### src/rtl/ras_pkg.sv
// ras_pkg: shared constants, FSM state encoding and the pointer-snapshot
// record for the return-address-stack controller.
package ras_pkg;

  localparam int DEPTH  = 32;          // RAS entries (power of 2)
  localparam int PTR_W  = 5;           // log2(DEPTH)
  localparam int CKPT   = 4;           // in-flight checkpoint slots (power of 2)
  localparam int CKPT_W = 2;           // log2(CKPT)

  // Saturation value for the live-entry counter.
  localparam logic [PTR_W:0] CNT_FULL = (PTR_W+1)'(DEPTH);

  typedef enum logic [1:0] {
    ST_INIT    = 2'd0,
    ST_RUN     = 2'd1,
    ST_RECOVER = 2'd2
  } state_t;

  // Pointer state captured at checkpoint allocation.
  typedef struct packed {
    logic [PTR_W-1:0] tos;
    logic [PTR_W:0]   count;
  } snap_t;

endpackage

### src/rtl/ras_stack_mem.sv
// ras_stack_mem: DEPTH x 32 return-address storage.
// Ports:
//   CLK      clock
//   wr_en    write strobe
//   wr_addr  write slot
//   wr_data  write data
//   rd_addr  read slot (top of stack, tos-1)
//   rd_data  combinational read data (reflects contents before this edge's write)
// Storage is deliberately not reset; the controller zero-sweeps it after reset.
module ras_stack_mem
  import ras_pkg::*;
(
  input  logic             CLK,
  input  logic             wr_en,
  input  logic [PTR_W-1:0] wr_addr,
  input  logic [31:0]      wr_data,
  input  logic [PTR_W-1:0] rd_addr,
  output logic [31:0]      rd_data
);

  logic [31:0] mem [DEPTH];

  always_ff @(posedge CLK) begin
    if (wr_en) mem[wr_addr] <= wr_data;
  end

  assign rd_data = mem[rd_addr];

endmodule

### src/rtl/ras_ctrl.sv
// ras_ctrl: sequences a circular return-address stack for the fetch-stage
// predictor. Arbitrates ID push, IF pop and EX resolve into one tos/count
// state, and keeps an in-order queue of pointer snapshots for rollback.
// Ports:
//   CLK, RESET                     clock, async active-high reset
//   push_valid/push_addr           ID-stage link push
//   pop_valid/pop_ready            IF-stage JR $ra pop handshake
//   pred_valid/pred_pc             registered prediction (one pulse per pop)
//   ckpt_alloc/ckpt_tag/ckpt_full  checkpoint allocation
//   resolve_valid/_tag/_mispredict EX resolution of the oldest checkpoint
//   count                          live entries 0..DEPTH
//   order_err                      sticky out-of-order / empty resolve flag
module ras_ctrl
  import ras_pkg::*;
(
  input  logic              CLK,
  input  logic              RESET,
  input  logic              push_valid,
  input  logic [31:0]       push_addr,
  input  logic              pop_valid,
  output logic              pop_ready,
  output logic              pred_valid,
  output logic [31:0]       pred_pc,
  input  logic              ckpt_alloc,
  output logic [CKPT_W-1:0] ckpt_tag,
  output logic              ckpt_full,
  input  logic              resolve_valid,
  input  logic [CKPT_W-1:0] resolve_tag,
  input  logic              resolve_mispredict,
  output logic [PTR_W:0]    count,
  output logic              order_err
);

  state_t            state_reg, state_next;
  logic [PTR_W-1:0]  sweep_reg;
  logic [PTR_W-1:0]  tos_reg, tos_next;
  logic [PTR_W:0]    count_reg, count_next;
  logic [CKPT_W-1:0] head_reg, head_next, tail_reg, tail_next;
  logic [CKPT_W:0]   used_reg, used_next;
  logic              pred_valid_reg, pred_valid_next;
  logic [31:0]       pred_pc_reg, pred_pc_next;
  logic              order_err_reg, order_err_next;
  logic              pop_ready_reg;

  snap_t             ckpt_slot [CKPT];
  snap_t             snap_wr, snap_head;

  logic              mem_we;
  logic [PTR_W-1:0]  mem_waddr;
  logic [31:0]       mem_wdata, mem_rdata;

  logic              run, res_hit, do_mispredict, do_commit, normal;
  logic              pop_acc, do_pop_hit, do_push, do_alloc;
  logic [PTR_W-1:0]  tos_after_pop, tos_after_push;
  logic [PTR_W:0]    count_after_pop, count_after_push;

  assign ckpt_full = (used_reg == (CKPT_W+1)'(CKPT));
  assign ckpt_tag  = tail_reg;
  assign snap_head = ckpt_slot[head_reg];

  ras_stack_mem u_mem (
    .CLK     (CLK),
    .wr_en   (mem_we),
    .wr_addr (mem_waddr),
    .wr_data (mem_wdata),
    .rd_addr (tos_reg - PTR_W'(1)),
    .rd_data (mem_rdata)
  );

  always_comb begin
    run           = (state_reg == ST_RUN);
    res_hit       = resolve_valid && (used_reg != '0) && (resolve_tag == head_reg);
    do_mispredict = run && res_hit && resolve_mispredict;
    do_commit     = run && res_hit && !resolve_mispredict;
    // A mispredict squashes every other same-cycle request. An order error
    // only raises the flag; the other requests still proceed.
    normal        = run && !do_mispredict;

    // Pop first, then push onto the result, then snapshot the result.
    pop_acc         = normal && pop_valid;
    do_pop_hit      = pop_acc && (count_reg != '0);
    tos_after_pop   = do_pop_hit ? tos_reg - PTR_W'(1) : tos_reg;
    count_after_pop = do_pop_hit ? count_reg - (PTR_W+1)'(1) : count_reg;

    do_push          = normal && push_valid;
    tos_after_push   = do_push ? tos_after_pop + PTR_W'(1) : tos_after_pop;
    count_after_push = (do_push && (count_after_pop != CNT_FULL))
                       ? count_after_pop + (PTR_W+1)'(1) : count_after_pop;

    do_alloc      = normal && ckpt_alloc && !ckpt_full;
    snap_wr.tos   = tos_after_push;
    snap_wr.count = count_after_push;

    tos_next   = do_mispredict ? snap_head.tos   : tos_after_push;
    count_next = do_mispredict ? snap_head.count : count_after_push;

    head_next = do_mispredict ? '0 : (do_commit ? head_reg + CKPT_W'(1) : head_reg);
    tail_next = do_mispredict ? '0 : (do_alloc  ? tail_reg + CKPT_W'(1) : tail_reg);
    used_next = do_mispredict ? '0
              : used_reg + (CKPT_W+1)'(do_alloc) - (CKPT_W+1)'(do_commit);

    order_err_next  = order_err_reg | (run && resolve_valid && !res_hit);
    pred_valid_next = do_pop_hit;
    pred_pc_next    = do_pop_hit ? mem_rdata : (pop_acc ? 32'd0 : pred_pc_reg);

    // During INIT the write port is owned by the zero sweep.
    mem_we    = (state_reg == ST_INIT) ? 1'b1      : do_push;
    mem_waddr = (state_reg == ST_INIT) ? sweep_reg : tos_after_pop;
    mem_wdata = (state_reg == ST_INIT) ? 32'd0     : push_addr;

    state_next = state_reg;
    case (state_reg)
      ST_INIT:    if (sweep_reg == PTR_W'(DEPTH-1)) state_next = ST_RUN;
      ST_RUN:     if (do_mispredict) state_next = ST_RECOVER;
      ST_RECOVER: state_next = ST_RUN;
      default:    state_next = ST_INIT;
    endcase
  end

  always_ff @(posedge CLK or posedge RESET) begin
    if (RESET) begin
      state_reg      <= ST_INIT;
      sweep_reg      <= '0;
      tos_reg        <= '0;
      count_reg      <= '0;
      head_reg       <= '0;
      tail_reg       <= '0;
      used_reg       <= '0;
      pred_valid_reg <= 1'b0;
      pred_pc_reg    <= '0;
      order_err_reg  <= 1'b0;
      pop_ready_reg  <= 1'b0;
    end else begin
      state_reg      <= state_next;
      sweep_reg      <= (state_reg == ST_INIT) ? sweep_reg + PTR_W'(1) : '0;
      tos_reg        <= tos_next;
      count_reg      <= count_next;
      head_reg       <= head_next;
      tail_reg       <= tail_next;
      used_reg       <= used_next;
      pred_valid_reg <= pred_valid_next;
      pred_pc_reg    <= pred_pc_next;
      order_err_reg  <= order_err_next;
      pop_ready_reg  <= (state_next == ST_RUN);
    end
  end

  // Snapshot slots hold data only; validity is tracked by head/tail/used.
  always_ff @(posedge CLK) begin
    if (do_alloc) ckpt_slot[tail_reg] <= snap_wr;
  end

  assign pop_ready  = pop_ready_reg;
  assign pred_valid = pred_valid_reg;
  assign pred_pc    = pred_pc_reg;
  assign count      = count_reg;
  assign order_err  = order_err_reg;

endmodule

### config.mk
export PLATFORM = sky130hd
export DESIGN_NAME = ras_ctrl
export DESIGN_NICKNAME = d
export VERILOG_FILES = /design/src/rtl/ras_pkg.sv /design/src/rtl/ras_stack_mem.sv /design/src/rtl/ras_ctrl.sv
export SDC_FILE = /design/constraint.sdc
export NUM_CORES = 1
export LEC_CHECK = 0
export CORE_UTILIZATION = 50
export DETAILED_ROUTE_END_ITERATION = 6
export PLACE_DENSITY = 0.78
export SYNTH_ARGS = -nofsm -noshare
export SYNTH_HDL_FRONTEND = slang
export SYNTH_SLANG_ARGS = --single-unit
### constraint.sdc
create_clock -name CLK -period 15.5 [get_ports CLK]
set_input_delay 2.325 -clock CLK [delete_from_list [all_inputs] [get_ports CLK]]
set_output_delay 2.325 -clock CLK [all_outputs]
set_load 0.03 [all_outputs]
After elaboration in Yosys (flattened, before gate mapping)
Memories as Yosys holds them, arrays and structs flattened.
Cells that the tools add are included.
{"block": "totals", "register_bits": 60, "n_memories": 2, "mem_bits_rw": 1068, "output_inout_bits": 44}
{"name": "u_mem.mem", "words": 32, "word_bits": 32, "rd": 1, "rd_clocked_by_memory_dff": 0, "write_ports": 1, "line": "ras_stack_mem.sv:21", "text": "logic [31:0] mem [DEPTH];"}
{"name": "ckpt_slot", "words": 4, "word_bits": 11, "rd": 1, "rd_clocked_by_memory_dff": 0, "write_ports": 1, "line": "ras_ctrl.sv:45", "text": "snap_t ckpt_slot [CKPT];"}
{"block": "op_classes", "n_eq_ne": 7, "n_bitwise": 1, "n_mux": 24, "n_reduce_logical": 24, "addsub": 9}
{"op": "$mux 32", "count": 3}
{"op": "$mux 5", "count": 5}
{"op": "$mux 6", "count": 3}
{"op": "$logic_and 1x1->1", "count": 14}
{"op": "$mux 2", "count": 6}
{"op": "$add 5x1->5 const B", "count": 2}
{"op": "$add 6x1->6 const B", "count": 1}
{"op": "$ne 6x6->1 const B", "count": 1}
{"op": "$pmux 2 s3", "count": 1}
{"op": "$reduce_bool 2->1", "count": 3}
{"op": "$reduce_bool 6->1", "count": 1}
{"op": "$sub 6x1->6 const B", "count": 1}
{"op": "$eq 5x5->1 const B", "count": 1}
{"op": "$mux 1", "count": 5}
{"op": "$sub 5x1->5 const B", "count": 1}
{"op": "$add 2x1->2 const B", "count": 2}
{"op": "$eq 2x1->1 const B", "count": 2}
{"op": "$logic_not 1->1", "count": 4}
{"op": "$add 3x1->3", "count": 1}
{"op": "$eq 3x3->1 const B", "count": 1}
{"op": "$mux 3", "count": 1}
{"op": "$reduce_bool 3->1", "count": 1}
{"op": "$sub 3x1->3", "count": 1}
{"op": "$eq 2x2->1", "count": 1}
{"op": "other kinds (3)", "count": 3}

Depth between registers and ports, before layout
{"block": "logic_depth", "word_depth": 14, "mapped_depth": 14, "mapped_depth_nobuf": 13}

Cells and area by module
Synthesis repeated with hierarchy kept, for this count alone.
{"block": "unflattened", "cells_unflattened": 2618, "hier_area_um2": 44816.7}
{"module": "ras_stack_mem", "instances": 1, "cells_per_inst": 2228, "seq_area_each_um2": 30749.5, "area_each_um2": 39844.5}
{"module": "ras_ctrl", "instances": 1, "cells_per_inst": 390, "seq_area_each_um2": 2822.7, "area_each_um2": 4972.3}

Worst setup path after synthesis
Ideal clock, no wire load.
{"block": "synth_path", "kind": "input to register", "start": "input port resolve_tag[0]", "end": "memory u_mem.mem[14][0] (enable)", "setup_slack_ns": 9.116, "t_arrival_ns": 5.922, "path_buffers": 0, "required_ns": 15.039, "setup_ns": 0.461, "path_stages": 6, "cell_sequence": "xor2_2 > or4b_4 > and3_4 > xor2_1 > o31a_1 > nor3_1"}
{"block": "synth_between", "elab_chain_cells": 10}
{"element": "start, declared", "line": "ras_ctrl.sv:28", "text": "input logic [CKPT_W-1:0] resolve_tag,"}
{"element": "$eq 2x2->1 (*)", "line": "ras_ctrl.sv:72", "text": "res_hit = resolve_valid && (used_reg != '0) && (resolve_tag == head_reg);"}
{"element": "$logic_and 1x1->1 (*)", "line": "ras_ctrl.sv:72"}
{"element": "$logic_and 1x1->1 (*) (2 in series)", "line": "ras_ctrl.sv:73", "text": "do_mispredict = run && res_hit && resolve_mispredict;"}
{"element": "$logic_not 1->1 (*)", "line": "ras_ctrl.sv:77", "text": "normal = run && !do_mispredict;"}
{"element": "$logic_and 1x1->1 (*)", "line": "ras_ctrl.sv:77"}
{"element": "$logic_and 1x1->1, on equally long branches", "line": "ras_ctrl.sv:85, ras_ctrl.sv:80"}
{"element": "$mux 1 or $logic_and 1x1->1 (tied branches)", "line": "ras_ctrl.sv:107, ras_ctrl.sv:81"}
{"element": "$mux 1 or $mux 5 (tied branches)", "line": "ras_stack_mem.sv:24, ras_ctrl.sv:82"}
{"element": "$mux 1 (implied by the code) or $mux 5 (tied branches)", "line": "ras_stack_mem.sv:24, ras_ctrl.sv:108"}
{"element": "end, declared", "line": "ras_stack_mem.sv:21"}
Mark *: on every way between the ends. The rest lies on a longest branch, timed or not.

Worst setup path after layout
{"block": "layout_path", "start": "input port pop_valid", "end": "memory u_mem.mem[9][18] (enable)"}
{"block": "layout_between", "elab_chain_cells": 4}
{"element": "start, declared", "line": "ras_ctrl.sv:20", "text": "input logic pop_valid,"}
{"element": "$logic_and 1x1->1", "line": "ras_ctrl.sv:80", "text": "pop_acc = normal && pop_valid;"}
{"element": "$logic_and 1x1->1", "line": "ras_ctrl.sv:81", "text": "do_pop_hit = pop_acc && (count_reg != '0);"}
{"element": "$mux 5", "line": "ras_ctrl.sv:82", "text": "tos_after_pop = do_pop_hit ? tos_reg - PTR_W'(1) : tos_reg;"}
{"element": "$mux 5", "line": "ras_ctrl.sv:108", "text": "mem_waddr = (state_reg == ST_INIT) ? sweep_reg : tos_after_pop;"}
No other way between the ends.

==> impl_metrics.env <==
export IMPL_outcome="finished, final reports clean"
export IMPL_finalHoldViolCount=0
export IMPL_drv_cap=0
export IMPL_irDropWorstVdd_mv=0.258
export IMPL_multi_input_area_um2=10300
export IMPL_hpwl_um=56600
export IMPL_die_area_um2=89600
export IMPL_min_from="pred_pc[3]"
export IMPL_area_growth_pct=13.4
export IMPL_worstHoldEndpoint="pred_pc[3]"
export IMPL_gp_congestion=0.885
export IMPL_ys_seq_area_share_pct=76.0
export IMPL_synth_cell_types=72
export IMPL_cts_made_buffers=107
export IMPL_largest_register_ffs=1024
export IMPL_power_leakage_nw=16.2
export IMPL_fin_crit_ps=5620
export IMPL_grt_pass1_vias=21992
export IMPL_tritoncts="built"
export IMPL_dp_cells=3154
export IMPL_vias=21313
export IMPL_vias_per_cell=6.35
export IMPL_wl_per_cell_um=30.5
export IMPL_synth_avg_cell_area_um2=22.5
export IMPL_clock_sinks=1128
export IMPL_fp_row_count=108
export IMPL_gr_usage_all_layers_pct=23.3
export IMPL_relSlewSlack_pct=11.6
export IMPL_end_kind="flop"
export IMPL_fp_dieW_um=299
export IMPL_grt_setup_unrepaired="false"
export IMPL_hold_depth=2
export IMPL_ys_ff_latch=1128
export IMPL_path_max_fanout=32
export IMPL_grt_first_pass_wirelength_um=150000
export IMPL_setup_viol=0
export IMPL_antenna_found_initial=2
export IMPL_num_fill_cells=5994
export IMPL_fmax_mhz=178
export IMPL_clk_latency_ps=690
export IMPL_ff2ff_setup_slack_ps=10130
export IMPL_ant_nets=0
export IMPL_htreeDepth=3
export IMPL_port_buffers=84
export IMPL_ctsHoldBuffers=0
export IMPL_skew_ps=37.0
export IMPL_ioPinCount=85
export IMPL_synth_main_ff_cell="edfxtp_1"
export IMPL_die_y_um=299
export IMPL_start_util_pct=50.7
export IMPL_hold_class="flop to flop"
export IMPL_worstSetupPathType="input pin to flop"
export IMPL_synth_edf_count=1068
export IMPL_drtIter0Drc=2464
export IMPL_clk_path_buf_depth=3
export IMPL_crit_arrival_ps=5890
export IMPL_synth_async_reset_ratio_pct=5.32
export IMPL_drt_pass1_iterations=7
export IMPL_synth_cells=1966
export IMPL_drc=0
export IMPL_netlist_area_um2=44200
export IMPL_cts_resized_gates=0
export IMPL_nets=2161
export IMPL_diodes=0
export IMPL_ys_warnings_count=0
export IMPL_required_ps=15780
export IMPL_finalMaxSlewViolations=0
export IMPL_grt_remaining_overflow=0
export IMPL_grt_max_degree=171
export IMPL_regArea_um2=33600
export IMPL_synth_nets=2019
export IMPL_final_cell_mix="1068 x edfxtp_1, 331 x mux4_2, 108 x clkbuf_16"
export IMPL_r2r_end="pred_pc[16]"
export IMPL_coreArea_um2=87200
export IMPL_ff2ff_path_depth=8
export IMPL_finalCritPeriodShare_pct=36.2
export IMPL_final_common_cell="edfxtp_1"
export IMPL_worstMarginPinSlew_ps=1330
export IMPL_drive_above_1_share_pct=28.1
export IMPL_fin_hold_ws_ps=487
export IMPL_power_density_nw_per_um2=223
export IMPL_start_kind="input pin"
export IMPL_clock_root_buffer="clkbuf_16"
export IMPL_cts_setup_buffers=0
export IMPL_finalWirelength_um=102000
export IMPL_stdcell_count=3354
export IMPL_rr_startpoint="tos_reg[0]"
export IMPL_clk_pin_slew_ps=60
export IMPL_finalSetupTns_ps=0
worst max-delay path: stages:
cell,delay (ps)
clkdlybuf4s50_1,520
nand3b_1,170
a31oi_2,540
a21oi_1,230
o32ai_2,640
nand3_2,390
nor2_4,1030
cells in the mapped netlist (5+ instances only):
cell type,number,area [um2]
nand3_1,16,80.1
ha_1,11,138
a21oi_1,5,25.0
mux2i_1,36,360
nor2b_1,6,37.5
xor2_1,6,52.6
xnor2_1,15,131
dfrtp_1,60,1500
buf_2,42,210
mux4_2,331,7450
o21ai_0,41,205
mux2_2,6,67.6
nor2_1,42,158
nor3_1,30,150
inv_1,15,56.3
clkbuf_1,55,206
edfxtp_1,1068,32100
nand2_1,49,184
and2_1,39,244
worst max path at each step:
| stage | start | endpoint | slack [ps] | cells after the start |
|---|---|---|---|---|
| 2_1_floorplan | resolve_tag[0] | u_mem.mem[14][0] | 9120 | 6 |
| 3_3_place_gp | resolve_tag[0] | u_mem.mem[9][21] | 9520 | 8 |
| 3_5_place_dp | resolve_tag[0] | u_mem.mem[9][21] | 9310 | 8 |
| 4_1_cts | resolve_tag[0] | u_mem.mem[8][27] | 9950 | 8 |
| 5_1_grt | pop_valid | u_mem.mem[9][27] | 9780 | 7 |
| 6_report | pop_valid | u_mem.mem[9][18] | 9880 | 7 |
metrics by stage:
| step | cell area (um2) | total power (W) | setup slack [ps] | utilization [%] |
|---|---|---|---|---|
| 2_1_floorplan | 44200 | 0.00707 | 9120 | - |
| 3_3_place_gp | 46700 | 0.00847 | 9520 | 53.6 |
| 3_5_place_dp | 46700 | 0.00860 | 9310 | 53.6 |
| 4_1_cts | 50100 | 0.0112 | 9950 | 57.5 |
| 5_1_grt | 50100 | 0.0116 | 9780 | 57.5 |
| 6_report | 50100 | 0.0112 | 9880 | 57.5 |
kinds of logic after synthesis:
kind of cell / count (synthesis) / share of synthesized area (%)
xor gates and xnor gates: 23 / 0.490
DFF: 1128 / 76.0
AOI/OAI and AO/OA: 90 / 1.48
muxes: 374 / 17.9
buffers and inverters: 119 / 1.20
adders and majority gates: 12 / 0.357
and+or+nand+nor: 220 / 2.66
per-layer routing:
metal | share of wire, % | track usage [%]
met5 | 0.022 | 0
met4 | 1.9 | 5.30
met3 | 9.9 | 5.06
met2 | 49 | 37.5
met1 | 39 | 33.0
cell type report:
class / instances / share of cell area, %
Clock inverter: 57 / 1.01
Sequential cell: 1128 / 67.0
Inverter: 16 / 0.122
Multi-Input combinational cell: 719 / 20.6
Tap cell: 1155 / 2.88
Timing Repair Buffer: 136 / 2.53
Clock buffer: 143 / 5.87
power breakdown:
group	leakage (nW)	internal [W]	switching, W
Combinational	3.87	0.00177	0.00252
Sequential	10.6	0.00409	0.000225
Clock	1.69	0.00145	0.00111
Note: power is estimated with default switching activity, not from simulation.
